**src/rtl/fifo_wr_arbiter.sv**
```systemverilog
// fifo_wr_arbiter: round-robin write arbiter for NREQ producers sharing one FIFO write port.
// Define ARB_BURST_EN to let an owner keep the grant for up to BURST_LEN consecutive accepts.
module fifo_wr_arbiter #(
  parameter int NREQ      = 4,
  parameter int DW        = 8,
  parameter int BURST_LEN = 4
) (
  input  logic                      clk,
  input  logic                      rst,
  input  logic [NREQ-1:0]           req,
  input  logic [NREQ*DW-1:0]        data,
  input  logic                      full,
  output logic [NREQ-1:0]           gnt,
  output logic                      wr_en,
  output logic [DW-1:0]             d_in,
  output logic [$clog2(NREQ)-1:0]   owner,
  output logic                      busy
);
  localparam int IW = $clog2(NREQ);
  logic [IW-1:0] last_q, last_d, rr_idx, win;
  logic          rr_hit, hit, acc;

  function automatic logic [IW-1:0] wrap(input int v);
    return IW'(v % NREQ);
  endfunction

  // Descending scan so the last hit written is the nearest index after last_q.
  always_comb begin
    rr_idx = last_q;
    rr_hit = 1'b0;
    for (int k = NREQ; k >= 1; k--)
      if (req[wrap(int'(last_q) + k)]) begin
        rr_hit = 1'b1;
        rr_idx = wrap(int'(last_q) + k);
      end
  end

`ifdef ARB_BURST_EN
  localparam int CW = $clog2(BURST_LEN + 1);
  typedef enum logic {IDLE, BURST} state_t;
  state_t        state_q, state_d;
  logic [CW-1:0] cnt_q, cnt_d;
  logic          keep;

  assign keep = (state_q == BURST) && req[last_q];
  assign win  = keep ? last_q : rr_idx;
  assign hit  = keep | rr_hit;
  assign busy = state_q == BURST;

  always_ff @(posedge clk or negedge rst)
    if (!rst) begin
      state_q <= IDLE;
      cnt_q   <= '0;
    end else begin
      state_q <= state_d;
      cnt_q   <= cnt_d;
    end

  // A round-robin accept (from IDLE or after the owner dropped) opens a fresh burst.
  always_comb begin
    state_d = state_q;
    cnt_d   = cnt_q;
    if (acc && keep) begin
      state_d = (cnt_q == CW'(BURST_LEN - 1)) ? IDLE : BURST;
      cnt_d   = (cnt_q == CW'(BURST_LEN - 1)) ? '0 : cnt_q + CW'(1);
    end else if (acc) begin
      state_d = (BURST_LEN > 1) ? BURST : IDLE;
      cnt_d   = (BURST_LEN > 1) ? CW'(1) : '0;
    end else if (state_q == BURST && !req[last_q] && !full) begin
      state_d = IDLE;
      cnt_d   = '0;
    end
  end
`else
  assign win  = rr_idx;
  assign hit  = rr_hit;
  assign busy = 1'b0;
`endif

  always_comb begin
    acc    = hit && !full && rst;
    gnt    = acc ? (NREQ'(1) << win) : '0;
    wr_en  = acc;
    d_in   = acc ? data[win*DW +: DW] : '0;
    last_d = acc ? win : last_q;
  end

  always_ff @(posedge clk or negedge rst)
    if (!rst) last_q <= IW'(NREQ - 1);
    else      last_q <= last_d;

  assign owner = last_q;
endmodule
```
**config.mk**
```make
export PLATFORM = sky130hd
export DESIGN_NAME = fifo_wr_arbiter
export DESIGN_NICKNAME = d
export VERILOG_FILES = /design/src/rtl/fifo_wr_arbiter.sv
export SDC_FILE = /design/constraint.sdc
export NUM_CORES = 1
export LEC_CHECK = 0
export ABC_AREA = 0
export CAP_MARGIN = 10
export CELL_PAD_IN_SITES_DETAIL_PLACEMENT = 1
export CELL_PAD_IN_SITES_GLOBAL_PLACEMENT = 2
export CORE_UTILIZATION = 12
export DETAILED_ROUTE_END_ITERATION = 12
export HOLD_SLACK_MARGIN = 0.1
export PLACE_DENSITY = 0.76
export SYNTH_ARGS = -nofsm -noshare
export SYNTH_HDL_FRONTEND = slang
export SYNTH_SLANG_ARGS = --single-unit
```
**constraint.sdc**
```tcl
create_clock -name clk -period 2.6 [get_ports clk]
set_clock_uncertainty 0.15 [all_clocks]
set_input_delay 0.52 -clock clk [delete_from_list [all_inputs] [get_ports clk]]
set_output_delay 0.52 -clock clk [all_outputs]
set_load 0.01 [all_outputs]
```
==> out/metrics.yaml <==
placement:
  dp_slack_ns: -0.684
  gp_congestion: 0.778
  dpl_cell_area_um2: 1130
  place.port_buffers: 53
  dp.final_hpwl_um: 1780
  dp.cells: 161
min_path:
  hold_class: "flop to flop"
setup_path:
  critPathLaunchType: "flop"
  worstPathArrival_ns: 1.96
  crit_type: "flop to output port"
  required_ns: 1.93
  setup.worst_path.end_class: "output port"
  worst_path_max_delay_cell: "dfstp_2"
  max_stage_delay_ns: 0.54
  crit_top_cell: "buf_6"
  path_cells: "nand2b_4, o21ai_4, a211oi_4, buf_4, buf_6, buf_6, mux2i_1, o22ai_1, buf_2"
  path_max_fanout: 4
clock_network:
  clockRootBuffer: "clkbuf_8"
  cts_buffer_depth: 2
  cts_tree: "built"
  cts_buffers: 3
  clock_sinks: 2
  cts_htree_levels: 1
  clk_pin_slew_worst_paths_ns: 0.03
  clk_latency_ns: 0.21
  cts_hold_buf: 0
drt:
  vias: 706
  wirelength_um: 2600
  antenna_left: 0
  firstDrtPassIters: 3
  via_per_inst: 4.01
  wl_per_cell_um: 14.8
  detail_route.iter0.violations: 8
  drc: 0
global_route:
  grt_pass1_vias: 805
  grt_usage_pct: 12.8
  grt.overflow.total: 0
  antenna_found_initial: 0
  grt_max_degree: 11
  grt_pass1_wl_um: 3970
timing:
  finalSetupTns_ns: -0.0648
  period_needed_ns: 2.63
  setup_viol: 6
  period_share_pct: 101
  worst_slack_ns: -0.0255
  rsz0062_at_grt: "true"
  maxSlewViolCount: 0
  whs_ns: 0.509
  fmax_ghz: 0.381
  hold_violations: 0
layout:
  final-seq-area_um2: 52.6
  antenna_cells: 0
  multi_input_area_um2: 495
  largest_reg_flops: 2
  drive_gt1_share_pct: 51.6
  fillerInstances: 440
  areaGrowthSynthToFinish_pct: 184
  fin_util_pct: 35.9
  finalNetCount: 169
  fin_area_um2: 1330
  fin_cells: 176
pwr:
  p_per_area_nw_per_um2: 559
  seq_power_share_pct: 7.8
  finalPower_mw: 0.746
  clkPwrFrac_pct: 16.1
  p_leak_nw: 0.585
  intPower_mw: 0.489
  p_comb_share_pct: 76.2
  power_switching_mw: 0.256
  swShare_pct: 34.4
  peakVddDrop_uv: 137
status:
  violations: "negative setup slack"
  outcome: "finished with violations"
synthesis:
  synthesis.instances: 55
  syn-mean-instance-area_um2: 8.55
  syn_nets: 94
  ys_warn_count: 0
  syn_area_um2: 470
  ys_types: 21
  synth_seq_cells: 2
  ys_seq_area_share_pct: 11.2
floorplanning:
  row_count: 22
  initial_core_util_pct: 12.7
  die-area_um2: 4180
  fp.dieW_um: 64.6
  fp.coreArea_um2: 3720
  pin_count: 55
  die_h_um: 64.6
job:
  cap_viol_max_count: 0
[power by group through the flow]
stage | Sequential, mW | Clock [mW] | Combinational (mW)
detailed placement | 0.0566 | 0 | 0.406
global route | 0.0593 | 0.129 | 0.602
global placement | 0.0545 | 0 | 0.396
finish | 0.0580 | 0.120 | 0.568
CTS | 0.0580 | 0.125 | 0.549
floorplan | 0.0607 | 0 | 0.199
[repair_timing]
item	4_1_cts	5_1_grt
gates cloned	2	1
gates resized for setup	70	20
pin swaps	6	4
endpoints found under the hold margin	0	0
setup buffers	6	5
setup endpoints to repair	13	12
[path summary, 6_finish.rpt]
path	slack, ns	startpoint	cells after the start	end
max	-0.03	owner[0]	9	d_in[6]
min	0.51	owner[0]	3	owner[0]
max reg2reg	0.67	owner[0]	9	owner[0]
min reg2reg	0.51	owner[0]	3	owner[0]
max in group asynchronous	1.69	rst	2	owner[1]
min in group asynchronous	0.59	rst	2	owner[0]
[cells in the final DEF, fill, tap and decap left out, types with 2 or more instances in the layout]
cell,netlist,final
clkdlybuf4s50_1,0,36
buf_4,2,15
buf_2,2,11
mux2i_1,16,9
o22ai_2,5,5
mux2i_2,0,4
nor2_1,5,4
clkbuf_2,0,4
nand2b_4,0,3
o22ai_1,3,3
mux2i_4,0,3
clkbuf_8,0,3
buf_6,1,3
buf_12,0,3
o21a_1,2,2
inv_1,2,2
dfstp_2,2,2
[worst max-delay path, delay by kind of cell (launching register included)]
family | cells | cell delay (ns)
muxes | 1 | 0.17
DFF | 1 | 0.54
and+or+nand+nor | 1 | 0.14
AOI/OAI and AO/OA | 3 | 0.39
buffers and inverters | 4 | 0.50
[Yosys cell counts]
library cell  count  share of area, %
nor2_1            5               4.0
o22ai_1           3               4.0
nor3b_2           1               2.7
buf_2             2               2.1
a211oi_2          1               2.7
nor4_1            1               1.3
nand2b_1          4               5.3
o22ai_2           5                13
inv_1             2               1.6
conb_1            1              0.80
dfstp_2           2                11
nand2_1           1              0.80
o21a_1            2               3.2
nor3b_1           1               1.6
o21ai_1           1               1.1
buf_6             1               2.4
a21oi_1           2               2.1
mux2i_1          16                34
buf_4             2               3.2
o211ai_1          1               1.6
o21ai_0           1               1.1
[routing by layer]
layer,GRT usage (%),share of wire [%]
met4,3.33,0.54
met2,27.0,59
met1,12.4,36
met5,0,0
met3,2.11,4.3
[logic make-up after synthesis]
kind of cell,after synthesis,share of synthesized area [%]
flops,2,11.2
compound gates,16,29.0
buf+inv,7,9.31
other cells,1,0.797
simple gates,13,15.7
mux,16,34.0
[layout make-up]
| type | instances | share of cell area [%] |
|---|---|---|
| clock buffers | 3 | 3.10 |
| inverters | 2 | 0.563 |
| multi-input cells | 46 | 37.1 |
| flip-flops and latches | 2 | 3.94 |
| well taps | 48 | 4.50 |
| repair buffers | 75 | 50.8 |
No activity file was read; power rests on OpenSTA's default activity.
